## config.mk

```make
export PLATFORM = sky130hd
export DESIGN_NAME = fp_mult_seq
export DESIGN_NICKNAME = d
export VERILOG_FILES = /design/src/rtl/fp_pkg.sv /design/src/rtl/fp_round_pack.sv /design/src/rtl/fp_mult_seq.sv
export SDC_FILE = /design/constraint.sdc
export NUM_CORES = 1
export LEC_CHECK = 0
export CORE_MARGIN = 5
export CORE_UTILIZATION = 39
export DETAILED_ROUTE_END_ITERATION = 16
export PLACE_DENSITY = 0.55
export SLEW_MARGIN = 20
export SYNTH_ARGS = -nofsm -noshare
export SYNTH_HDL_FRONTEND = slang
export SYNTH_SLANG_ARGS = --single-unit
export TNS_END_PERCENT = 50
```

## constraint.sdc

```tcl
create_clock -name clk -period 8.55 [get_ports clk]
set_clock_uncertainty 0.05 [all_clocks]
set_input_delay 2.1375 -clock clk [delete_from_list [all_inputs] [get_ports clk]]
set_output_delay 2.1375 -clock clk [all_outputs]
set_load 0.005 [all_outputs]
```

## src/rtl/fp_pkg.sv

```systemverilog
// Shared definitions for the fp32 sequential operators.
package fp_pkg;

  localparam int XLEN    = 32;
  localparam int EXP_W   = 8;
  localparam int FRAC_W  = 23;
  localparam int MANT_W  = 24;
  localparam int PROD_W  = 48;
  localparam int EXPS_W  = 10;
  localparam int CNT_W   = 5;
  localparam int BIAS    = 127;
  localparam int EXP_MAX = 255;

  localparam logic [XLEN-1:0] QNAN = 32'h7FC0_0000;

  typedef enum logic [2:0] {
    S_IDLE,
    S_MULT,
    S_NORM,
    S_PACK,
    S_DONE
  } state_e;

  typedef enum logic [1:0] {
    CLS_NORMAL,
    CLS_ZERO,
    CLS_INF,
    CLS_NAN
  } cls_e;

  // Operand-pair class; denormals count as zero (flush-to-zero).
  function automatic cls_e classify(input logic [XLEN-1:0] x, input logic [XLEN-1:0] y);
    logic x_zero, y_zero, x_inf, y_inf, x_nan, y_nan;
    x_zero = (x[30:23] == '0);
    y_zero = (y[30:23] == '0);
    x_inf  = (x[30:23] == '1) && (x[22:0] == '0);
    y_inf  = (y[30:23] == '1) && (y[22:0] == '0);
    x_nan  = (x[30:23] == '1) && (x[22:0] != '0);
    y_nan  = (y[30:23] == '1) && (y[22:0] != '0);
    if (x_nan || y_nan || (x_inf && y_zero) || (y_inf && x_zero)) begin
      return CLS_NAN;
    end else if (x_inf || y_inf) begin
      return CLS_INF;
    end else if (x_zero || y_zero) begin
      return CLS_ZERO;
    end else begin
      return CLS_NORMAL;
    end
  endfunction

endpackage

```

## src/rtl/fp_round_pack.sv

```systemverilog
// Normalize a raw 48-bit mantissa product, round to nearest-even and
// pack it as fp32, with special classes overriding the datapath result.
module fp_round_pack
  import fp_pkg::*;
(
  input  logic                     sign_i,
  input  logic signed [EXPS_W-1:0] exp_i,
  input  logic [PROD_W-1:0]        prod_i,
  input  cls_e                     cls_i,
  output logic [XLEN-1:0]          result_o,
  output logic                     overflow_o,
  output logic                     underflow_o,
  output logic                     exception_o
);

  logic [FRAC_W-1:0]        frac;
  logic [FRAC_W-1:0]        frac_r;
  logic                     guard;
  logic                     sticky;
  logic                     rnd_up;
  logic                     carry;
  logic signed [EXPS_W-1:0] exp_n;
  logic signed [EXPS_W-1:0] exp_r;

  // Normalize, round, then range-check and pack.
  always_comb begin
    if (prod_i[PROD_W-1]) begin
      frac   = prod_i[46:24];
      guard  = prod_i[23];
      sticky = |prod_i[22:0];
      exp_n  = exp_i + 10'sd1;
    end else begin
      frac   = prod_i[45:23];
      guard  = prod_i[22];
      sticky = |prod_i[21:0];
      exp_n  = exp_i;
    end

    rnd_up = guard & (sticky | frac[0]);
    // Rounding carries out of the mantissa only when the fraction is all ones;
    // the fraction then wraps to zero and the exponent moves up by one.
    carry  = rnd_up & (&frac);
    frac_r = frac + {{(FRAC_W-1){1'b0}}, rnd_up};
    exp_r  = exp_n + $signed({{(EXPS_W-1){1'b0}}, carry});

    result_o    = '0;
    overflow_o  = 1'b0;
    underflow_o = 1'b0;
    exception_o = 1'b0;
    case (cls_i)
      CLS_NAN: begin
        result_o    = QNAN;
        exception_o = 1'b1;
      end
      CLS_INF:  result_o = {sign_i, {EXP_W{1'b1}}, {FRAC_W{1'b0}}};
      CLS_ZERO: result_o = {sign_i, {(XLEN-1){1'b0}}};
      default: begin
        if (exp_r >= EXPS_W'(EXP_MAX)) begin
          result_o   = {sign_i, {EXP_W{1'b1}}, {FRAC_W{1'b0}}};
          overflow_o = 1'b1;
        end else if (exp_r[EXPS_W-1] || (exp_r == '0)) begin
          result_o    = {sign_i, {(XLEN-1){1'b0}}};
          underflow_o = 1'b1;
        end else begin
          result_o = {sign_i, exp_r[EXP_W-1:0], frac_r};
        end
      end
    endcase
  end

endmodule

```

## src/rtl/fp_mult_seq.sv

```systemverilog
// Sequential fp32 multiplier: shift-and-add mantissa product, one bit per
// cycle, behind a valid/ready handshake with one operation in flight.
module fp_mult_seq
  import fp_pkg::*;
(
  input  logic            clk,
  input  logic            rst,
  input  logic [XLEN-1:0] a,
  input  logic [XLEN-1:0] b,
  input  logic            in_valid,
  output logic            in_ready,
  output logic [XLEN-1:0] result,
  output logic            overflow,
  output logic            underflow,
  output logic            exception,
  output logic            out_valid,
  input  logic            out_ready
);

  state_e                   state_q, state_d;
  logic [CNT_W-1:0]         cnt_q, cnt_d;
  logic [PROD_W-1:0]        acc_q, acc_d;
  logic [PROD_W-1:0]        mcand_q, mcand_d;
  logic [MANT_W-1:0]        mplier_q, mplier_d;
  logic                     sign_q, sign_d;
  logic signed [EXPS_W-1:0] exp_q, exp_d;
  cls_e                     cls_q, cls_d;
  logic [XLEN-1:0]          result_q, result_d;
  logic                     ovf_q, ovf_d;
  logic                     unf_q, unf_d;
  logic                     exc_q, exc_d;

  logic [XLEN-1:0]          pk_result;
  logic                     pk_ovf;
  logic                     pk_unf;
  logic                     pk_exc;

  assign in_ready  = (state_q == S_IDLE);
  assign out_valid = (state_q == S_DONE);
  assign result    = result_q;
  assign overflow  = ovf_q;
  assign underflow = unf_q;
  assign exception = exc_q;

  fp_round_pack u_round_pack (
    .sign_i      (sign_q),
    .exp_i       (exp_q),
    .prod_i      (acc_q),
    .cls_i       (cls_q),
    .result_o    (pk_result),
    .overflow_o  (pk_ovf),
    .underflow_o (pk_unf),
    .exception_o (pk_exc)
  );

  // State register.
  always_ff @(posedge clk) begin
    if (rst) begin
      state_q <= S_IDLE;
    end else begin
      state_q <= state_d;
    end
  end

  // Next-state logic: fixed 24-cycle multiply, then normalize/pack, then hold.
  always_comb begin
    state_d = state_q;
    case (state_q)
      S_IDLE: if (in_valid) state_d = S_MULT;
      S_MULT: if (cnt_q == CNT_W'(MANT_W - 1)) state_d = S_NORM;
      S_NORM: state_d = S_PACK;
      S_PACK: state_d = S_DONE;
      S_DONE: if (out_ready) state_d = S_IDLE;
      default: state_d = S_IDLE;
    endcase
  end

  // Datapath next values: operand capture, shift-and-add, result latch.
  always_comb begin
    cnt_d    = cnt_q;
    acc_d    = acc_q;
    mcand_d  = mcand_q;
    mplier_d = mplier_q;
    sign_d   = sign_q;
    exp_d    = exp_q;
    cls_d    = cls_q;
    result_d = result_q;
    ovf_d    = ovf_q;
    unf_d    = unf_q;
    exc_d    = exc_q;
    case (state_q)
      S_IDLE: begin
        if (in_valid) begin
          sign_d   = a[31] ^ b[31];
          exp_d    = $signed({2'b00, a[30:23]}) + $signed({2'b00, b[30:23]})
                     - EXPS_W'(BIAS);
          mcand_d  = {{(PROD_W-MANT_W){1'b0}}, |a[30:23], a[22:0]};
          mplier_d = {|b[30:23], b[22:0]};
          cls_d    = classify(a, b);
          acc_d    = '0;
          cnt_d    = '0;
        end
      end
      S_MULT: begin
        if (mplier_q[0]) acc_d = acc_q + mcand_q;
        mcand_d  = mcand_q << 1;
        mplier_d = mplier_q >> 1;
        cnt_d    = cnt_q + CNT_W'(1);
      end
      S_PACK: begin
        result_d = pk_result;
        ovf_d    = pk_ovf;
        unf_d    = pk_unf;
        exc_d    = pk_exc;
      end
      default: ;
    endcase
  end

  // Datapath registers; reset clears the in-flight operation and outputs.
  always_ff @(posedge clk) begin
    if (rst) begin
      cnt_q    <= '0;
      acc_q    <= '0;
      mcand_q  <= '0;
      mplier_q <= '0;
      sign_q   <= 1'b0;
      exp_q    <= '0;
      cls_q    <= CLS_NORMAL;
      result_q <= '0;
      ovf_q    <= 1'b0;
      unf_q    <= 1'b0;
      exc_q    <= 1'b0;
    end else begin
      cnt_q    <= cnt_d;
      acc_q    <= acc_d;
      mcand_q  <= mcand_d;
      mplier_q <= mplier_d;
      sign_q   <= sign_d;
      exp_q    <= exp_d;
      cls_q    <= cls_d;
      result_q <= result_d;
      ovf_q    <= ovf_d;
      unf_q    <= unf_d;
      exc_q    <= exc_d;
    end
  end

endmodule

```

Word level (Yosys, flattened, before mapping)
Cells that the tools add are included.
{"block": "word_totals", "word_cells": 98, "regBits": 176, "inputBits": 68, "output_inout_bits": 37}
{"block": "op_classes", "n_lt_le_gt_ge": 1, "muxes": 29, "bitwise_logic": 4, "n_reduce_logical": 31, "addsub": 7, "n_eq_ne": 14}
{"cell": "$pmux 48 s2", "count": 2}
{"cell": "$mux 48", "count": 3}
{"cell": "$pmux 32 s3", "count": 1}
{"cell": "$mux 31", "count": 2}
{"cell": "$add 48x48->48", "count": 1}
{"cell": "$pmux 24 s2", "count": 1}
{"cell": "$logic_not 23->1", "count": 2}
{"cell": "$reduce_bool 23->1", "count": 2}
{"cell": "$mux 24", "count": 1}
{"cell": "$add 23x1->23", "count": 1}
{"cell": "$mux 23", "count": 1}
{"cell": "$reduce_and 23->1", "count": 1}
{"cell": "$reduce_or 23->1", "count": 1}
{"cell": "$reduce_or 22->1", "count": 1}
{"cell": "$eq 8x8->1 const B", "count": 2}
{"cell": "$logic_not 8->1", "count": 2}
{"cell": "$reduce_or 8->1", "count": 2}
{"cell": "$pmux 3 s5", "count": 1}
{"cell": "$add 10x2->10", "count": 1}
{"cell": "$add 10x2->10 const B", "count": 1}
{"cell": "$ge 10x9->1 const B", "count": 1}
{"cell": "$logic_not 10->1", "count": 1}
{"cell": "$mux 10", "count": 1}
{"cell": "$pmux 5 s2", "count": 1}
{"cell": "other kinds (25)", "count": 53}

Logic depth before layout (Yosys ltp)
Gate-level depths: netlist of the first run.
{"block": "logic_depth", "word_depth": 11, "depth_mapped": 20, "ltp_nobuf": 17}

Cells and area by module
From an unflattened synthesis of the first run, not the netlist that was laid out.
{"block": "unflattened", "hier_cells": 1549, "hier_area_um2": 11613.6}
{"module": "fp_mult_seq", "area_per_inst_um2": 9544.2, "instances": 1, "cells_per_inst": 1258, "seq_area_each_um2": 3523.4}
{"module": "fp_round_pack", "area_per_inst_um2": 2069.5, "instances": 1, "cells_per_inst": 291, "seq_area_each_um2": 0.0}

Worst setup path after synthesis of the first run
OpenSTA, ideal clock, no wires.
{"block": "synth_timing", "path_type": "register to register", "from": "reg acc_q[47]", "to": "reg result_q[11], in the netlist result[11]", "t_arrival_ps": 4202, "synth_period_minus_slack_ps": 4313, "stages_incl_launch_ff": 20, "path_buffers": 5, "setup_ps": 61, "path_slack_ps": 4237, "t_required_ps": 8439, "path_cell_list": "dfxtp_1 -> buf_6 -> clkbuf_1 -> clkbuf_1 -> buf_1 -> o22ai_1 -> a21oi_1 -> and3_1 -> ha_1 -> ha_1 -> inv_1 -> nor3_2 -> nand3_1 -> o32a_1 -> xor2_1 -> and4b_1 -> or4_4 -> a21oi_4 -> buf_6 -> a32o_1"}
{"block": "synth_between", "elab_chain_cells": 10, "elab_cells_between_ends": 16, "cone_classes": "2 x add/sub; 1 x order compare; 7 x mux; 3 x bitwise; 3 x reduce/logical"}
{"item": "start, declared", "line": "fp_mult_seq.sv:22", "rtl": "logic [PROD_W-1:0] acc_q, acc_d;"}
{"item": "start signal, assigned", "line": "fp_mult_seq.sv:124", "rtl": "acc_q <= '0;"}
{"item": "start signal, assigned", "line": "fp_mult_seq.sv:136", "rtl": "acc_q <= acc_d;"}
{"item": "branches (longest 8 deep; another with $add 10x2->10)"}
{"item": "$mux 31 (*)", "line": "fp_round_pack.sv:58", "rtl": "if (exp_r >= EXPS_W'(EXP_MAX)) begin"}
{"item": "$pmux 32 s3 (*)", "line": "fp_round_pack.sv:50", "rtl": "case (cls_i)"}
{"item": "end signal, assigned", "line": "fp_mult_seq.sv:142", "rtl": "result_q <= result_d;"}
{"item": "end, declared", "line": "fp_mult_seq.sv:28", "rtl": "logic [XLEN-1:0] result_q, result_d;"}
Every way passes the cells marked *.
A chain may end at the register's enable or synchronous reset.

Final worst setup path of the first run
{"block": "layout_timing", "from": "reg acc_q[47]", "to": "reg result_q[7], in the netlist result[7]"}
The elaborated chain is that of the path after synthesis.

==> results of run 1 <==
==> worst paths after layout <==
check	end	slack [ns]	cells after the start
min reg2reg	exception$_SDFFE_PP0P_	0.41	2
max reg2reg	result[7]$_SDFFE_PP0P_	3.55	18
min	exception$_SDFFE_PP0P_	0.41	2
max	result[7]$_SDFFE_PP0P_	3.55	18
==> stage by stage <==
stage	instance area [µm²]	util [%]	power [W]	cells
5_1_grt	12780	45.99	0.002047	1811
4_1_cts	12780	45.99	0.001974	1811
3_3_place_gp	12170	43.82	0.001163	1779
2_1_floorplan	10990	-	0.001073	1380
6_report	12780	45.99	0.001955	1811
3_5_place_dp	12170	43.82	0.001165	1779
==> worst max-delay path: stages, from the launching register on <==
cell      delay [ns]
dfxtp_2         0.31
buf_4           0.55
nand2_1         0.14
a211oi_1        0.36
nor2b_1         0.24
nand2_1         0.07
nor4_1          0.17
and3_1          0.25
ha_1            0.21
ha_1            0.19
inv_1           0.08
nor3_2          0.23
nand3_1         0.15
o32a_1          0.20
xor2_1          0.22
and4b_1         0.28
or4_4           0.43
a21oi_4         0.53
a32o_1          0.26
==> logic make-up after synthesis <==
kind of cell,Yosys count,synth area share (%)
AO/OA/AOI/OAI,405,25.56
flip-flops,176,32.07
AND/OR/NAND/NOR,528,22.36
multiplexers,7,0.6719
adder cells (fa/ha/maj),71,8.211
buffers and inverters,117,4.669
XOR/XNOR,76,6.469
==> cells in the mapped netlist (4+ instances only) <==
master     count
ha_1          68
o21a_1         7
a2bb2oi_1      4
clkbuf_1      78
nor3b_1        4
nand3_1       53
inv_1         24
nor2b_1       12
xor2_1        27
a21o_1        31
nand2_1      212
o21bai_1      10
mux2i_1        4
nand4_1       20
nand2b_1      12
a32o_1         8
and2_1         7
dfxtp_1      176
o21ai_1        6
a311oi_1      53
xnor2_1       46
nor4_1        22
a22oi_1       23
a22o_1        38
a21oi_1      120
o21ai_0       39
o41ai_1        4
a211oi_1      21
a31oi_1        7
nor3_1        16
and3_1         7
nor2_1       136
buf_1          4
o22ai_1        5
==> metal layers <==
layer,track usage (%),up-vias
met5,0,-
met4,6.123,2
met3,3.132,45
met2,29.68,225
met1,27.05,4656
li1,-,5116
==> power by group through the flow <==
stage / Clock (W) / Sequential [W] / Combinational, W
floorplan: 0 / 0.000889 / 0.000185
global placement: 0 / 0.000899 / 0.000265
detailed placement: 0 / 0.000899 / 0.000266
CTS: 0.000827 / 0.000880 / 0.000268
global route: 0.000863 / 0.000885 / 0.000299
finish: 0.000809 / 0.000880 / 0.000266
==> area by class of cell <==
type | instances | area (µm²) | area share (%)
clock buffer | 18 | 439.2 | 3.437
clock inverter | 14 | 163.9 | 1.283
inverter | 24 | 90.09 | 0.7051
multi-input combinational | 1087 | 6972 | 54.57
sequential | 176 | 3525 | 27.59
tap | 378 | 473.0 | 3.702
timing repair buffer | 114 | 1114 | 8.716
==> sequential cells by signal (all words and copies together), names as in the netlist, 2 cells and up <==
name      count
cnt_q         5
acc_q        48
exp_q        10
state_q       3
mplier_q     24
mcand_q      48
cls_q         2
result       32
==> out/metrics.yaml, run 1 <==
max_freq_mhz: 200.2
hold_path_class: "flip-flop to flip-flop"
final_net_count: 1558
dpl.hpwl_um: 21640
wl_per_cell_um: 16.42
diodes: 0
area_delta_synth_final_pct: 16.29
cts_num_sinks: 176
setup_ws_ns: 3.555
fin_hold_ws_ns: 0.4056
cp_max_fo: 68
grt_max_degree: 76
slew_headroom_pct: 26.55
antenna_found_initial: 1
cts-root-buf: "clkbuf_16"
place.gp.congestion: 0.8846
clkPwrFrac_pct: 41.4
clk_latency_ns: 0.44
drive_gt1_share_pct: 5.652
grt-ovfl-total: 0
critPathLaunch: "acc_q[47]$_SDFFE_PP0P_"
post_drt_via_cell_ratio: 5.546
worst_slew_pin_slew_ns: 1.098
rows: 61
r2r-start: "acc_q[47]$_SDFFE_PP0P_"
pwr-share-comb_pct: 13.6
netlist.area_leader.share_pct: 32.07
yosys-top-cells-area: "dfxtp_1 (32%), ha_1 (7.7%), nand2_1 (7.2%)"
ys_types: 87
drt_iter0_markers: 642
synth_edf_count: 0
wl_met3_um: 1379
start_util_pct: 39.55
p_int_w: 0.001387
ios: 105
ctsHoldBuffers: 0
synthArstFlopShare_pct: 0
track_usage_pct: 19.10
layout_worst_path_cycle_share_pct: 58.42
fin_crit_ns: 4.995
top_layer: "met5"
cts.clk_slew.worst_paths_ns: 0.07
ir_drop_v: 0.0001414
synth.avg_cell_area_um2: 7.961
layout_commonest_cell: "nand2_1"
route.met2.wl_um: 12860
die-area_mm2: 0.03163
maxCapViolCount: 0
via_count: 10040
tns_ns: 0
cts_tree: "yes"
sw_frac_of_total_pct: 29.06
die_x_um: 177.8
sequentialPowerShare_pct: 45.0
status: "complete, no violations"
wl_met1_um: 14880
hold_violations: 0
power_density_mw_per_mm2: 153.0
synth_area_mm2: 0.01099
port_buffers: 104
grt_pass1_wl_um: 49940
path_class: "flip-flop to flip-flop"
cp-end-kind: "flip-flop"
critPathLaunchType: "flip-flop"
dpl_worst_slack_ns: 3.522
cts-resized-gates: 0
dieHeight_um: 177.8
final_cell_mix: "nand2_1 (211), dfxtp_1 (175), nor2_1 (134)"
drt_wl_total_um: 29740
cp_data_arrival_time_ns: 5.32
syn_nets: 1518
finalSetupViolCount: 0
p_switching_w: 0.0005681
min-delay-start: "exception$_SDFFE_PP0P_"
clockBufferDepth: 2
core_mm2: 0.02778
dr.pass1.iters: 5
htree_levels: 4
rsz0062_at_grt: "false"
cts_setup_buffers: 0
drc_errors: 0
cp.required_ns: 8.88
drv_slew: 0
cts_buffers: 17
grt_pass1_vias: 9739
syn_inst: 1380
synth_warnings: 0
p_leak_nw: 4.979
nFillCells: 2841
yosysTopAreaCell: "dfxtp_1"
synth_seq_cells: 176
ys.flop_type: "dfxtp_1"
seq_area_frac_synth_pct: 32.07
postRouteAntennaNets: 0
Note: power is estimated with default switching activity, not from simulation.
==> run 2, diff against run 1 <==
Clock period 8.55 ns to 4.8 ns, I/O delays scaled along.
==> run 2 against run 1 <==
  * Maximum frequency is 16% higher
  * Setup slack worse by 3.1 ns
  * Flip-flop and latch count stayed put
  * Combinational power is 80% higher
  * Sequential power is 78% higher
  * Final area is 0.55% higher
  * Critical path type unchanged
  * Highest routed layer is now met4
==> out/metrics.yaml, run 2 (synthesis gave the netlist of run 1 again) <==
status: "complete, no violations"
cts_num_sinks: 176  # unchanged
tns_ns: 0  # unchanged
drive_gt1_share_pct: 6.172  # +0.52 points
cp-end-kind: "flip-flop"
ios: 105  # unchanged
cts_setup_buffers: 0  # unchanged
maxCapViolCount: 0  # unchanged
fin_crit_ns: 4.321  # -0.6745 ns
area_delta_synth_final_pct: 16.92
cts-resized-gates: 0  # unchanged
cts-root-buf: "clkbuf_16"
core_mm2: 0.02778  # unchanged
dpl.hpwl_um: 22000  # +1.6%
drt_wl_total_um: 29980  # +0.79%
worst_slew_pin_slew_ns: 0.9693  # -0.1284 ns
power_density_mw_per_mm2: 270.3  # +77%
postRouteAntennaNets: 0  # unchanged
ir_drop_v: 0.0002338  # +65%
place.gp.congestion: 0.8665  # -2.0%
clk_latency_ns: 0.44  # about the same
dr.pass1.iters: 5  # unchanged
layout_worst_path_cycle_share_pct: 90.01  # +32 points
rows: 61  # unchanged
final_cell_mix: "nand2_1 (211), dfxtp_1 (175), nor2_1 (135)"
grt_pass1_vias: 9580  # -1.6%
track_usage_pct: 18.94  # -0.16 points
drc_errors: 0  # unchanged
hold_path_class: "flip-flop to flip-flop"
cp_max_fo: 23  # -66%
instances_no_fill: 1820  # +0.50%
dpl-instance-area_mm2: 0.01225  # +0.64%
grt_pass1_wl_um: 49530  # -0.83%
antenna_found_initial: 0  # -1
layout_commonest_cell: "nand2_1"
htree_levels: 4  # unchanged
die_x_um: 177.8  # unchanged
finalSetupViolCount: 0  # unchanged
via_count: 10030  # -0.12%
cp.required_ns: 5.13  # -3.75 ns
rsz0062_at_grt: "false"
dp.cells: 1788  # +0.51%
slew_headroom_pct: 35.15  # +8.6 points
critPathLaunchType: "flip-flop"
final_net_count: 1567  # +0.58%
finalInstanceArea_mm2: 0.01285  # +0.55%
cp_data_arrival_time_ns: 4.65  # -0.67 ns
cts.clk_slew.worst_paths_ns: 0.07  # about the same
clockBufferDepth: 2  # unchanged
cts_buffers: 17  # unchanged
wl_per_cell_um: 16.47  # +0.29%
start_util_pct: 39.55  # unchanged
diodes: 0  # unchanged
hold_violations: 0  # unchanged
cts_tree: "yes"
drv_slew: 0  # unchanged
port_buffers: 104  # unchanged
path_class: "flip-flop to flip-flop"
max_freq_mhz: 231.4  # +16%
fin_util_pct: 46.24  # +0.25 points
post_drt_via_cell_ratio: 5.512  # -0.61%
ctsHoldBuffers: 0  # unchanged
dieHeight_um: 177.8  # unchanged
p_leak_nw: 5.012  # +0.67%
grt-ovfl-total: 0  # unchanged
power.total_w: 0.003472  # +78%
grt_max_degree: 77  # +1.3%
drt_iter0_markers: 691  # +7.6%
die-area_mm2: 0.03163  # unchanged
==> run 2: cell types whose count changed in the layout (fill, tap and decap cells not counted), sizes merged <==
cell,change
clkinv,+1
buf,+9
inv,-2
clkbuf,-1
clkinvlp,+2
==> run 2: report_power, final <==
group	switching (W)	internal, W
Clock	0.000682	0.000742
Combinational	0.000280	0.000198
Sequential	0.0000543	0.00152
Total	0.00102	0.00246
==> run 2: critical path: stages (launching register included) <==
cell     delay (ns)
dfxtp_2        0.40
buf_4          0.22
nor2b_1        0.16
a21oi_1        0.06
nor2b_1        0.24
nand3_1        0.16
nor2_1         0.21
and3_1         0.29
ha_1           0.22
ha_1           0.19
inv_1          0.08
nor3_2         0.22
nand3_1        0.15
o32a_1         0.19
xor2_1         0.16
and4b_1        0.22
or4_4          0.43
a21oi_4        0.12
buf_4          0.28
a32o_1         0.21
==> run 2: stage by stage <==
step | hold WS (ns) | worst slack [ns]
floorplan | 0.3977 | 0.4870
global placement | 0.3929 | 0.6019
detailed placement | 0.3961 | 0.4804
CTS | 0.4063 | 0.4617
global route | 0.4375 | 0.07157
finish | 0.4052 | 0.4794
==> run 2: area by class of cell <==
| type | instances | area (µm²) |
|---|---|---|
| Tap cell | 378 | 473.0 |
| Multi-Input combinational cell | 1087 | 6969 |
| Fill cell | 2826 | 14940 |
| Clock buffer | 17 | 425.4 |
| Clock inverter | 15 | 170.2 |
| Inverter | 24 | 90.09 |
| Sequential cell | 176 | 3525 |
| Timing Repair Buffer | 123 | 1194 |
==> run 2: path summary, 6_finish.rpt <==
check,from,end,slack [ns],cells past startpoint
setup / recovery,acc_q[47]$_SDFFE_PP0P_,result[15]$_SDFFE_PP0P_,0.48,19
hold / removal,exception$_SDFFE_PP0P_,exception$_SDFFE_PP0P_,0.41,2
setup reg to reg,acc_q[47]$_SDFFE_PP0P_,result[15]$_SDFFE_PP0P_,0.48,19
hold reg to reg,exception$_SDFFE_PP0P_,exception$_SDFFE_PP0P_,0.41,2
==> run 2: per-layer routing <==
metal  global-route usage, %  part of all wire (%)
met5                       0                     0
met4                   4.286                   1.3
met3                   3.110                   4.4
met2                   29.76                    44
met1                   27.28                    51
==> run 3, diff against run 2 <==
Clock period 4.8 ns to 4.3 ns, I/O delays scaled along.
==> run 3 against run 2 <==
  * Routed wire length grew 0.59%
  * Final cell count rose by 1.0%
  * Maximum frequency grew 5.9%
  * First-iteration DRC count is 4.5% lower
  * Non-clock buffer count rose by 19
  * Register-to-register slack got worse by 0.26 ns
  * Setup slack got worse by 0.26 ns
  * Power increased by 9.5%
==> out/metrics.yaml, run 3 (synthesis gave the netlist of run 1 again) <==
slew_headroom_pct: 47.02  # +12 points
track_usage_pct: 18.95  # about the same
path_class: "flip-flop to flip-flop"
cts_buffers: 17  # unchanged
p_leak_nw: 5.128  # +2.3%
place.gp.congestion: 0.8808  # +1.7%
die_x_um: 177.8  # unchanged
ir_drop_v: 0.0002643  # +13%
finalInstanceArea_mm2: 0.01306  # +1.7%
nFillCells: 2806  # -0.71%
final-seq-area_mm2: 0.003526  # about the same
cts_num_sinks: 176  # unchanged
htree_levels: 4  # unchanged
core_mm2: 0.02778  # unchanged
postRouteAntennaNets: 0  # unchanged
dpl-instance-area_mm2: 0.01236  # +0.92%
clockBufferDepth: 2  # unchanged
cp_cell_sequence: "buf_4 -> and2_1 -> o21ai_1 -> nor4_2 -> and3_4 -> ha_1 -> ha_2 -> inv_1 -> nor3_4 -> nand3_1 -> o32a_1 -> xor2_1 -> and4b_1 -> or4_4 -> a21oi_4 -> buf_12 -> clkbuf_16 -> a32o_1"
post_drt_via_cell_ratio: 5.516  # about the same
die-area_mm2: 0.03163  # unchanged
drive_gt1_share_pct: 7.940  # +1.8 points
ios: 105  # unchanged
grt_pass1_wl_um: 49360  # -0.34%
ctsHoldBuffers: 0  # unchanged
grt-ovfl-total: 0  # unchanged
cp_max_fo: 24  # +4.3%
final_cell_mix: "nand2_1 (211), dfxtp_1 (174), nor2_1 (134)"
wl_per_cell_um: 16.40  # -0.45%
instances_no_fill: 1839  # +1.0%
critPathLaunchType: "flip-flop"
cp.required_ns: 4.63  # -0.50 ns
maxCapViolCount: 0  # unchanged
rsz0062_at_grt: "false"
rows: 61  # unchanged
drv_slew: 0  # unchanged
drt_wl_total_um: 30150  # +0.59%
finalSetupViolCount: 0  # unchanged
hold_path_class: "flip-flop to flip-flop"
cts-root-buf: "clkbuf_16"
crit_buf_inv: 4  # +1
start_util_pct: 39.55  # unchanged
cpMaxStageDelayCell: "or4_4"
multiInputGateArea_mm2: 0.007025  # +0.81%
grt_max_degree: 71  # -7.8%
antenna_found_initial: 0  # unchanged
cts.clk_slew.worst_paths_ns: 0.07  # about the same
final_net_count: 1586  # +1.2%
drt_iter0_markers: 660  # -4.5%
hold_violations: 0  # unchanged
crit_family: "simple AND/OR/NAND/NOR gates"
fin_crit_ns: 4.082  # -0.2391 ns
cp-end-kind: "flip-flop"
port_buffers: 104  # unchanged
cts_tree: "yes"
diodes: 0  # unchanged
dp.cells: 1803  # +0.84%
max_stage_delay_ns: 0.43  # about the same
dr.pass1.iters: 5  # unchanged
worst_slew_pin_slew_ns: 0.7746  # -0.1947 ns
area_delta_synth_final_pct: 18.87
fin_util_pct: 47.01  # +0.77 points
dpl.hpwl_um: 22150  # +0.69%
tns_ns: 0  # unchanged
dieHeight_um: 177.8  # unchanged
status: "complete, no violations"
clk_latency_ns: 0.44  # about the same
grt_pass1_vias: 9639  # +0.62%
layout_worst_path_cycle_share_pct: 94.92  # +4.9 points
drc_errors: 0  # unchanged
r2r_slack_ns: 0.22  # -0.26 ns
max_freq_mhz: 245.0  # +5.9%
via_count: 10140  # +1.1%
power_density_mw_per_mm2: 291.2  # +7.7%
cp_data_arrival_time_ns: 4.41  # -0.24 ns
layout_commonest_cell: "nand2_1"
-- run 3: changes by cell type in the layout (fill, tap and decap cells not counted), moves of 2 or more --
| cell | change |
|---|---|
| buf_4 | +16 |
| clkinv_4 | +3 |
| clkinvlp_4 | -3 |
| clkbuf_1 | +2 |
| clkbuf_16 | +2 |
| clkinv_2 | +2 |
| clkinv_8 | -2 |
| inv_8 | -2 |
| nor2b_1 | -2 |
-- run 3: tightest hold or removal path, stage by stage (launching register included) --
cell     delay (ns)
dfxtp_1        0.31
nand2_1        0.05
a21oi_1        0.05
-- run 3: worst paths after layout --
path                           startpoint                 endpoint  cells past startpoint
setup / recovery   acc_q[47]$_SDFFE_PP0P_   result[4]$_SDFFE_PP0P_                     18
hold / removal    result[31]$_SDFFE_PP0P_  result[31]$_SDFFE_PP0P_                      2
setup reg to reg   acc_q[47]$_SDFFE_PP0P_   result[4]$_SDFFE_PP0P_                     18
hold reg to reg   result[31]$_SDFFE_PP0P_  result[31]$_SDFFE_PP0P_                      2
-- run 3: report_power, final --
part | total (W) | switching, W | internal [W] | leakage, nW
Sequential | 0.00175 | 0.0000612 | 0.00169 | 1.43
Clock | 0.00152 | 0.000706 | 0.000811 | 0.275
Combinational | 0.000532 | 0.000309 | 0.000223 | 3.42
Total | 0.00380 | 0.00108 | 0.00273 | 5.13
-- run 3: repair_timing --
| item | 4_1_cts | 5_1_grt |
|---|---|---|
| resized for setup | 0 | 14 |
| endpoints found under the setup margin | 0 | 23 |
| buffers inserted | 0 | 2 |
-- run 3: per-layer routing --
layer	track usage, %	routed length (µm)	vias to the layer above
li1	-	-	5170
met1	27.50	15470	4715
met2	29.39	12990	234
met3	3.132	1257	25
met4	4.512	431	0
met5	0	0	-
-- run 3: final cells by class --
type / instances / area share, %
Multi-Input combinational cell: 1087 / 53.79
Clock inverter: 13 / 0.9868
Tap cell: 378 / 3.621
Clock buffer: 19 / 3.315
Sequential cell: 176 / 27.00
Inverter: 24 / 0.6898
Timing Repair Buffer: 142 / 10.60
-- run 3: stage by stage --
stage	hold slack, ns	worst slack (ns)	power (W)
2_1_floorplan	0.3977	0.06802	0.002134
3_3_place_gp	0.3931	0.2587	0.002318
3_5_place_dp	0.3996	0.1876	0.002322
4_1_cts	0.4106	0.1528	0.003847
5_1_grt	0.4407	0.006192	0.003989
6_report	0.4052	0.2185	0.003803
